==> src/rtl/popcount_accum_stage_pkg.sv <==
// ---------------------------------------------------------------------------
// popcount_accum_stage_pkg
// Shared definitions for the popcount accumulator stage: datapath widths,
// chunking of the iterative popcount, and the FSM state encoding.
// No ports (package).
// ---------------------------------------------------------------------------
package popcount_accum_stage_pkg;

    // Word / accumulator width is fixed by the downstream 63+6 adder stage.
    localparam int WORD_W = 63;
    // Popcount of a WORD_W-bit word fits in ceil(log2(WORD_W+1)) bits.
    localparam int CNT_W  = 6;
    // Bits counted per COUNT cycle, and the number of COUNT cycles per word.
    localparam int CHUNK  = 8;
    localparam int NCHUNK = (WORD_W + CHUNK - 1) / CHUNK;
    // Chunk index width; NCHUNK = 8 needs 3 bits.
    localparam int IDX_W  = $clog2(NCHUNK);

    typedef enum logic [1:0] {
        ST_IDLE  = 2'd0,
        ST_COUNT = 2'd1,
        ST_ACC   = 2'd2,
        ST_OUT   = 2'd3
    } state_e;

endpackage : popcount_accum_stage_pkg

==> src/rtl/customAdder63_57.sv <==
// ---------------------------------------------------------------------------
// customAdder63_57
// 63-bit + 6-bit unsigned adder; B is zero-extended by 57 bits.
// Ports:
//   A    in  63  accumulator operand
//   B    in  6   popcount operand
//   Sum  out 64  A + B, Sum[63] is the carry-out
// ---------------------------------------------------------------------------
module customAdder63_57 (
    input  logic [62:0] A,
    input  logic [5:0]  B,
    output logic [63:0] Sum
);

    assign Sum = {1'b0, A} + {58'b0, B};

endmodule : customAdder63_57

==> src/rtl/popcount_accum_stage_popcnt_chunk.sv <==
// ---------------------------------------------------------------------------
// popcnt_chunk
// Combinational population count of one CHUNK-bit slice of the input word.
// Ports:
//   bits_i   in  CHUNK  slice to count
//   count_o  out CNT_W  number of set bits in bits_i (zero-extended)
// ---------------------------------------------------------------------------
module popcnt_chunk
    import popcount_accum_stage_pkg::*;
(
    input  logic [CHUNK-1:0] bits_i,
    output logic [CNT_W-1:0] count_o
);

    // NOTE: count_o is assigned before the loop so every path drives it and
    // no latch is inferred.
    always_comb begin
        count_o = '0;
        for (int i = 0; i < CHUNK; i++) begin
            count_o = count_o + CNT_W'(bits_i[i]);
        end
    end

endmodule : popcnt_chunk

==> src/rtl/popcount_accum_stage.sv <==
// ---------------------------------------------------------------------------
// popcount_accum_stage
// Accepts 63-bit words over valid/ready, counts their set bits CHUNK bits per
// cycle, adds the count to a running 63-bit accumulator and presents the new
// total downstream. Adder carry-out sets a sticky overflow flag.
// Ports:
//   clk        in   1   rising-edge clock
//   rst_n      in   1   asynchronous active-low reset
//   in_valid   in   1   in_word valid
//   in_ready   out  1   stage can accept a word (IDLE only)
//   in_word    in   63  word to count
//   clear      in   1   load accumulator with init_val, clear overflow (IDLE only)
//   init_val   in   63  accumulator value loaded on clear
//   out_valid  out  1   result valid; held until out_ready
//   out_ready  in   1   downstream accepts result
//   out_acc    out  63  accumulator after this word (modulo 2^63)
//   out_count  out  6   popcount of the last accepted word
//   out_ovf    out  1   sticky carry-out of any accumulate
// ---------------------------------------------------------------------------
module popcount_accum_stage
    import popcount_accum_stage_pkg::*;
(
    input  logic              clk,
    input  logic              rst_n,
    input  logic              in_valid,
    output logic              in_ready,
    input  logic [WORD_W-1:0] in_word,
    input  logic              clear,
    input  logic [WORD_W-1:0] init_val,
    output logic              out_valid,
    input  logic              out_ready,
    output logic [WORD_W-1:0] out_acc,
    output logic [CNT_W-1:0]  out_count,
    output logic              out_ovf
);

    state_e              state_q,     state_d;
    logic [WORD_W-1:0]   shreg_q,     shreg_d;
    logic [CNT_W-1:0]    cnt_q,       cnt_d;
    logic [IDX_W-1:0]    idx_q,       idx_d;
    logic [WORD_W-1:0]   acc_q,       acc_d;
    logic                ovf_q,       ovf_d;
    logic [CNT_W-1:0]    out_count_q, out_count_d;
    logic                out_valid_q, out_valid_d;

    logic [CNT_W-1:0]    chunk_cnt;
    logic [WORD_W:0]     sum;

    // Low chunk of the shift register; the register shifts right each COUNT
    // cycle, so the final chunk picks up a zero in its top bit.
    popcnt_chunk u_popcnt_chunk (
        .bits_i  (shreg_q[CHUNK-1:0]),
        .count_o (chunk_cnt)
    );

    customAdder63_57 u_adder (
        .A   (acc_q),
        .B   (cnt_q),
        .Sum (sum)
    );

    always_comb begin
        state_d     = state_q;
        shreg_d     = shreg_q;
        cnt_d       = cnt_q;
        idx_d       = idx_q;
        acc_d       = acc_q;
        ovf_d       = ovf_q;
        out_count_d = out_count_q;
        out_valid_d = out_valid_q;

        unique case (state_q)
            ST_IDLE: begin
                // clear takes effect on the same edge that accepts a word;
                // the accumulate happens later in ACC, so the word lands on
                // init_val.
                if (clear) begin
                    acc_d = init_val;
                    ovf_d = 1'b0;
                end
                if (in_valid) begin
                    shreg_d = in_word;
                    cnt_d   = '0;
                    idx_d   = '0;
                    state_d = ST_COUNT;
                end
            end
            ST_COUNT: begin
                cnt_d   = cnt_q + chunk_cnt;
                shreg_d = shreg_q >> CHUNK;
                idx_d   = idx_q + 1'b1;
                if (idx_q == IDX_W'(NCHUNK - 1)) begin
                    state_d = ST_ACC;
                end
            end
            ST_ACC: begin
                acc_d       = sum[WORD_W-1:0];
                ovf_d       = ovf_q | sum[WORD_W];
                out_count_d = cnt_q;
                out_valid_d = 1'b1;
                state_d     = ST_OUT;
            end
            ST_OUT: begin
                if (out_ready) begin
                    out_valid_d = 1'b0;
                    state_d     = ST_IDLE;
                end
            end
            default: begin
                state_d = ST_IDLE;
            end
        endcase
    end

    // NOTE: state registers use non-blocking assignments so every flop
    // samples the pre-edge value of the others.
    always_ff @(posedge clk or negedge rst_n) begin
        if (!rst_n) begin
            state_q     <= ST_IDLE;
            shreg_q     <= '0;
            cnt_q       <= '0;
            idx_q       <= '0;
            acc_q       <= '0;
            ovf_q       <= 1'b0;
            out_count_q <= '0;
            out_valid_q <= 1'b0;
        end else begin
            state_q     <= state_d;
            shreg_q     <= shreg_d;
            cnt_q       <= cnt_d;
            idx_q       <= idx_d;
            acc_q       <= acc_d;
            ovf_q       <= ovf_d;
            out_count_q <= out_count_d;
            out_valid_q <= out_valid_d;
        end
    end

    assign in_ready  = (state_q == ST_IDLE);
    assign out_valid = out_valid_q;
    assign out_acc   = acc_q;
    assign out_count = out_count_q;
    assign out_ovf   = ovf_q;

endmodule : popcount_accum_stage

==> config.mk <==
export PLATFORM = sky130hd
export DESIGN_NAME = popcount_accum_stage
export DESIGN_NICKNAME = d
export VERILOG_FILES = /design/src/rtl/popcount_accum_stage_pkg.sv /design/src/rtl/customAdder63_57.sv /design/src/rtl/popcount_accum_stage_popcnt_chunk.sv /design/src/rtl/popcount_accum_stage.sv
export SDC_FILE = /design/constraint.sdc
export NUM_CORES = 1
export LEC_CHECK = 0
export ABC_AREA = 0
export CAP_MARGIN = 40
export CORE_ASPECT_RATIO = 0.8
export CORE_MARGIN = 10
export CORE_UTILIZATION = 35
export DETAILED_ROUTE_END_ITERATION = 16
export GPL_TIMING_DRIVEN = 0
export PLACE_DENSITY = 0.59
export SKIP_LAST_GASP = 1
export SYNTH_ARGS = -nofsm -noshare
export SYNTH_HDL_FRONTEND = slang
export SYNTH_SLANG_ARGS = --single-unit
==> constraint.sdc <==
create_clock -name clk -period 4.8 [get_ports clk]
set_input_delay 0.96 -clock clk [delete_from_list [all_inputs] [get_ports clk]]
set_output_delay 0.96 -clock clk [all_outputs]
set_load 0.01 [all_outputs]
==> flow_summary.json <==
{
  "p_sw_frac": 0.473,
  "start_kind": "flop",
  "hold_slack_ns": 0.437,
  "criticalPathCategory": "reg2reg",
  "register_area_sq_um": 3630,
  "grt_max_degree": 79,
  "p_sw_mw": 4.27,
  "synthCells": 942,
  "slew_violations": 0,
  "synth.distinct_cells": 69,
  "syn_area_sq_um": 8500,
  "finalHoldViolCount": 0,
  "status": "complete, no violations",
  "grt_antenna_before_repair": 0,
  "min_period_ns": 3.68,
  "seqPwrFrac": 0.279,
  "rsz0062_at_grt": "false",
  "critPathRequiredTime_ns": 5.08,
  "syn_nets": 1102,
  "ys_ff_latch": 145,
  "setup_viol": 0,
  "ys.flop_type": "dfrtp_1",
  "cts.sinks": 145,
  "start_util": 0.360,
  "port_buffers": 202,
  "fp.dieH_microns": 159,
  "clk_latency_ns": 0.44,
  "htreeDepth": 4,
  "gp_congestion": 0.956,
  "clkPwrFrac": 0.161,
  "max_stage_delay_ns": 0.68,
  "dpl.hpwl_microns": 28200,
  "drt_iter0_drc": 889,
  "grt_first_pass_wirelength_microns": 55100,
  "wl_microns": 37100,
  "multiInputGateArea_sq_um": 4510,
  "post_cts_buffers": 0,
  "viasPerCell": 5.83,
  "fin_nets": 1326,
  "critPathArrivalTime_ns": 3.96,
  "core_area_sq_um": 23600,
  "cts_buffers": 17,
  "die_w_microns": 194,
  "worst_clock_skew_ns": 0.0141,
  "n_fill_cell": 2296,
  "grt.total_usage": 0.230,
  "min_path_type": "in2async",
  "final_cells": 1491,
  "dieArea_sq_um": 31000,
  "slowest_stage": "clkbuf_1",
  "final_cell_mix": "clkdlybuf4s50_1 (201), dfrtp_1 (145), nand2_1 (106)",
  "drive_above_1_share": 0.0534,
  "cts_tree": "built",
  "tightest_slew_ns": 0.976,
  "area_growth_pct": 36.3,
  "ir_drop_mv": 0.303,
  "end_kind": "flop",
  "diodes": 0,
  "antenna_left": 0,
  "grt-ovfl-total": 0,
  "drc": 0,
  "wl_per_cell_microns": 24.9,
  "num_vias": 8693,
  "power.density_nw_per_um2": 779,
  "boundaryPins": 203,
  "synth_area_per_cell_sq_um": 9.03,
  "clk_path_buf_depth": 2,
  "cp_cell_sequence": "inv_1 -> ha_1 -> buf_1 -> mux2_2 -> clkbuf_1 -> clkbuf_1 -> clkbuf_1 -> a21oi_1",
  "intPower_mw": 4.76,
  "crit_fanout": 10,
  "drtPass1Iterations": 5,
  "p_leak_nw": 4.65,
  "final_util": 0.490,
  "grt_pass1_vias": 8271,
  "total_power_mw": 9.03,
  "placementRows": 50,
  "root_buffer": "clkbuf_16",
  "synth_edf_count": 0,
  "slew_headroom": 0.347,
  "clkTransAtPathRegs_ns": 0.07,
  "max_freq_ghz": 0.272,
  "placed_cell_area_sq_um": 11000,
  "layout_commonest_cell": "clkdlybuf4s50_1",
  "dp.cells": 1459,
  "reg2reg_depth": 8,
  "ctsResizeCount": 0,
  "synthArstFlopShare": 1.00,
  "cpMostUsedCell": "clkbuf_1",
  "p_comb_frac": 0.560,
  "timing.final.crit_share": 0.766,
  "ys_seq_area_frac": 0.427,
  "maxCapViolations": 0,
  "design_area_sq_um": 11600,
  "ys_warn_count": 0,
  "hold_buffers": 0
}
metrics by stage:
stage | setup TNS (ns) | setup WS [ns]
2_1_floorplan | 0 | 1.46
4_1_cts | 0 | 1.25
5_1_grt | 0 | 1.00
6_report | 0 | 1.12
3_3_place_gp | -534.41 | -3.70
3_5_place_dp | 0 | 1.04
logic make-up (layout without fill, tap and decap cells):
group	count (synthesis)	after routing	share of synthesized area
muxes	65	65	0.0777
adders and majority gates	29	29	0.0471
buffers and inverters	93	330	0.0424
DFF	145	145	0.427
AOI/OAI and AO/OA	263	263	0.194
xor gates and xnor gates	7	7	0.00721
and+or+nand+nor	340	340	0.205
worst paths after layout:
kind | startpoint | end | slack (ns)
min in group clk | shreg_q[17] | shreg_q[17] | 0.48
setup reg to reg | state_q[0] | out_acc[17] | 1.12
max in group asynchronous | rst_n | out_acc[5] | 3.49
setup / recovery | state_q[0] | out_acc[17] | 1.12
hold reg to reg | shreg_q[17] | shreg_q[17] | 0.48
hold / removal | rst_n | out_acc[28] | 0.44
area by class of cell:
type                            count  share of cell area
Clock buffer                       17              0.0367
Multi-Input combinational cell    704               0.390
Buffer                             63              0.0214
Clock inverter                     15              0.0167
Timing Repair Buffer              205               0.179
Inverter                           30             0.00972
Sequential cell                   145               0.313
Tap cell                          312              0.0337
worst max-delay path, delay by kind of cell, from the launching register on:
| kind | cells | cell delay (ns) |
|---|---|---|
| AO/OA/AOI/OAI | 1 | 0.14 |
| adder cells (fa/ha/maj) | 1 | 0.33 |
| buffers and inverters | 5 | 2.38 |
| flip-flops | 1 | 0.40 |
| multiplexers | 1 | 0.26 |
per-layer routing:
layer	track usage	wire (microns)	vias to the layer above
met5	0	0	-
met3	0.0572	3340	46
met4	0.0615	656	0
met1	0.341	17600	4235
li1	-	-	3959
met2	0.319	15500	453
power groups by stage:
stage	Clock [mW]	Combinational [mW]	Sequential, mW
finish	1.45	5.05	2.52
global route	1.52	5.51	2.60
CTS	1.47	5.01	2.50
detailed placement	0	5.00	2.51
global placement	0	4.91	2.51
floorplan	0	2.93	2.42
Yosys cell counts (9+ instances only):
master      n  area share
a21oi_1    61       0.036
a22o_1     12       0.012
a31oi_1     9      0.0066
and3_1     22       0.016
clkbuf_1   52       0.023
dfrtp_1   145        0.43
ha_1       24       0.035
inv_1      29       0.013
mux2i_1    57       0.067
nand2_1   106       0.047
nand3_1    43       0.025
nand4_1    23       0.017
nor2_1     45       0.020
nor3_1     25       0.015
nor4_1     17       0.013
o21ai_0    80       0.047
o22ai_1    29       0.021
or3_1      21       0.015
flip-flops by register name (all words and copies together) (netlist names):
name / cells
cnt_q: 6
idx_q: 3
out_acc: 63
out_count: 6
out_ovf: 1
out_valid: 1
shreg_q: 63
state_q: 2
No activity file was read; power rests on OpenSTA's default activity.
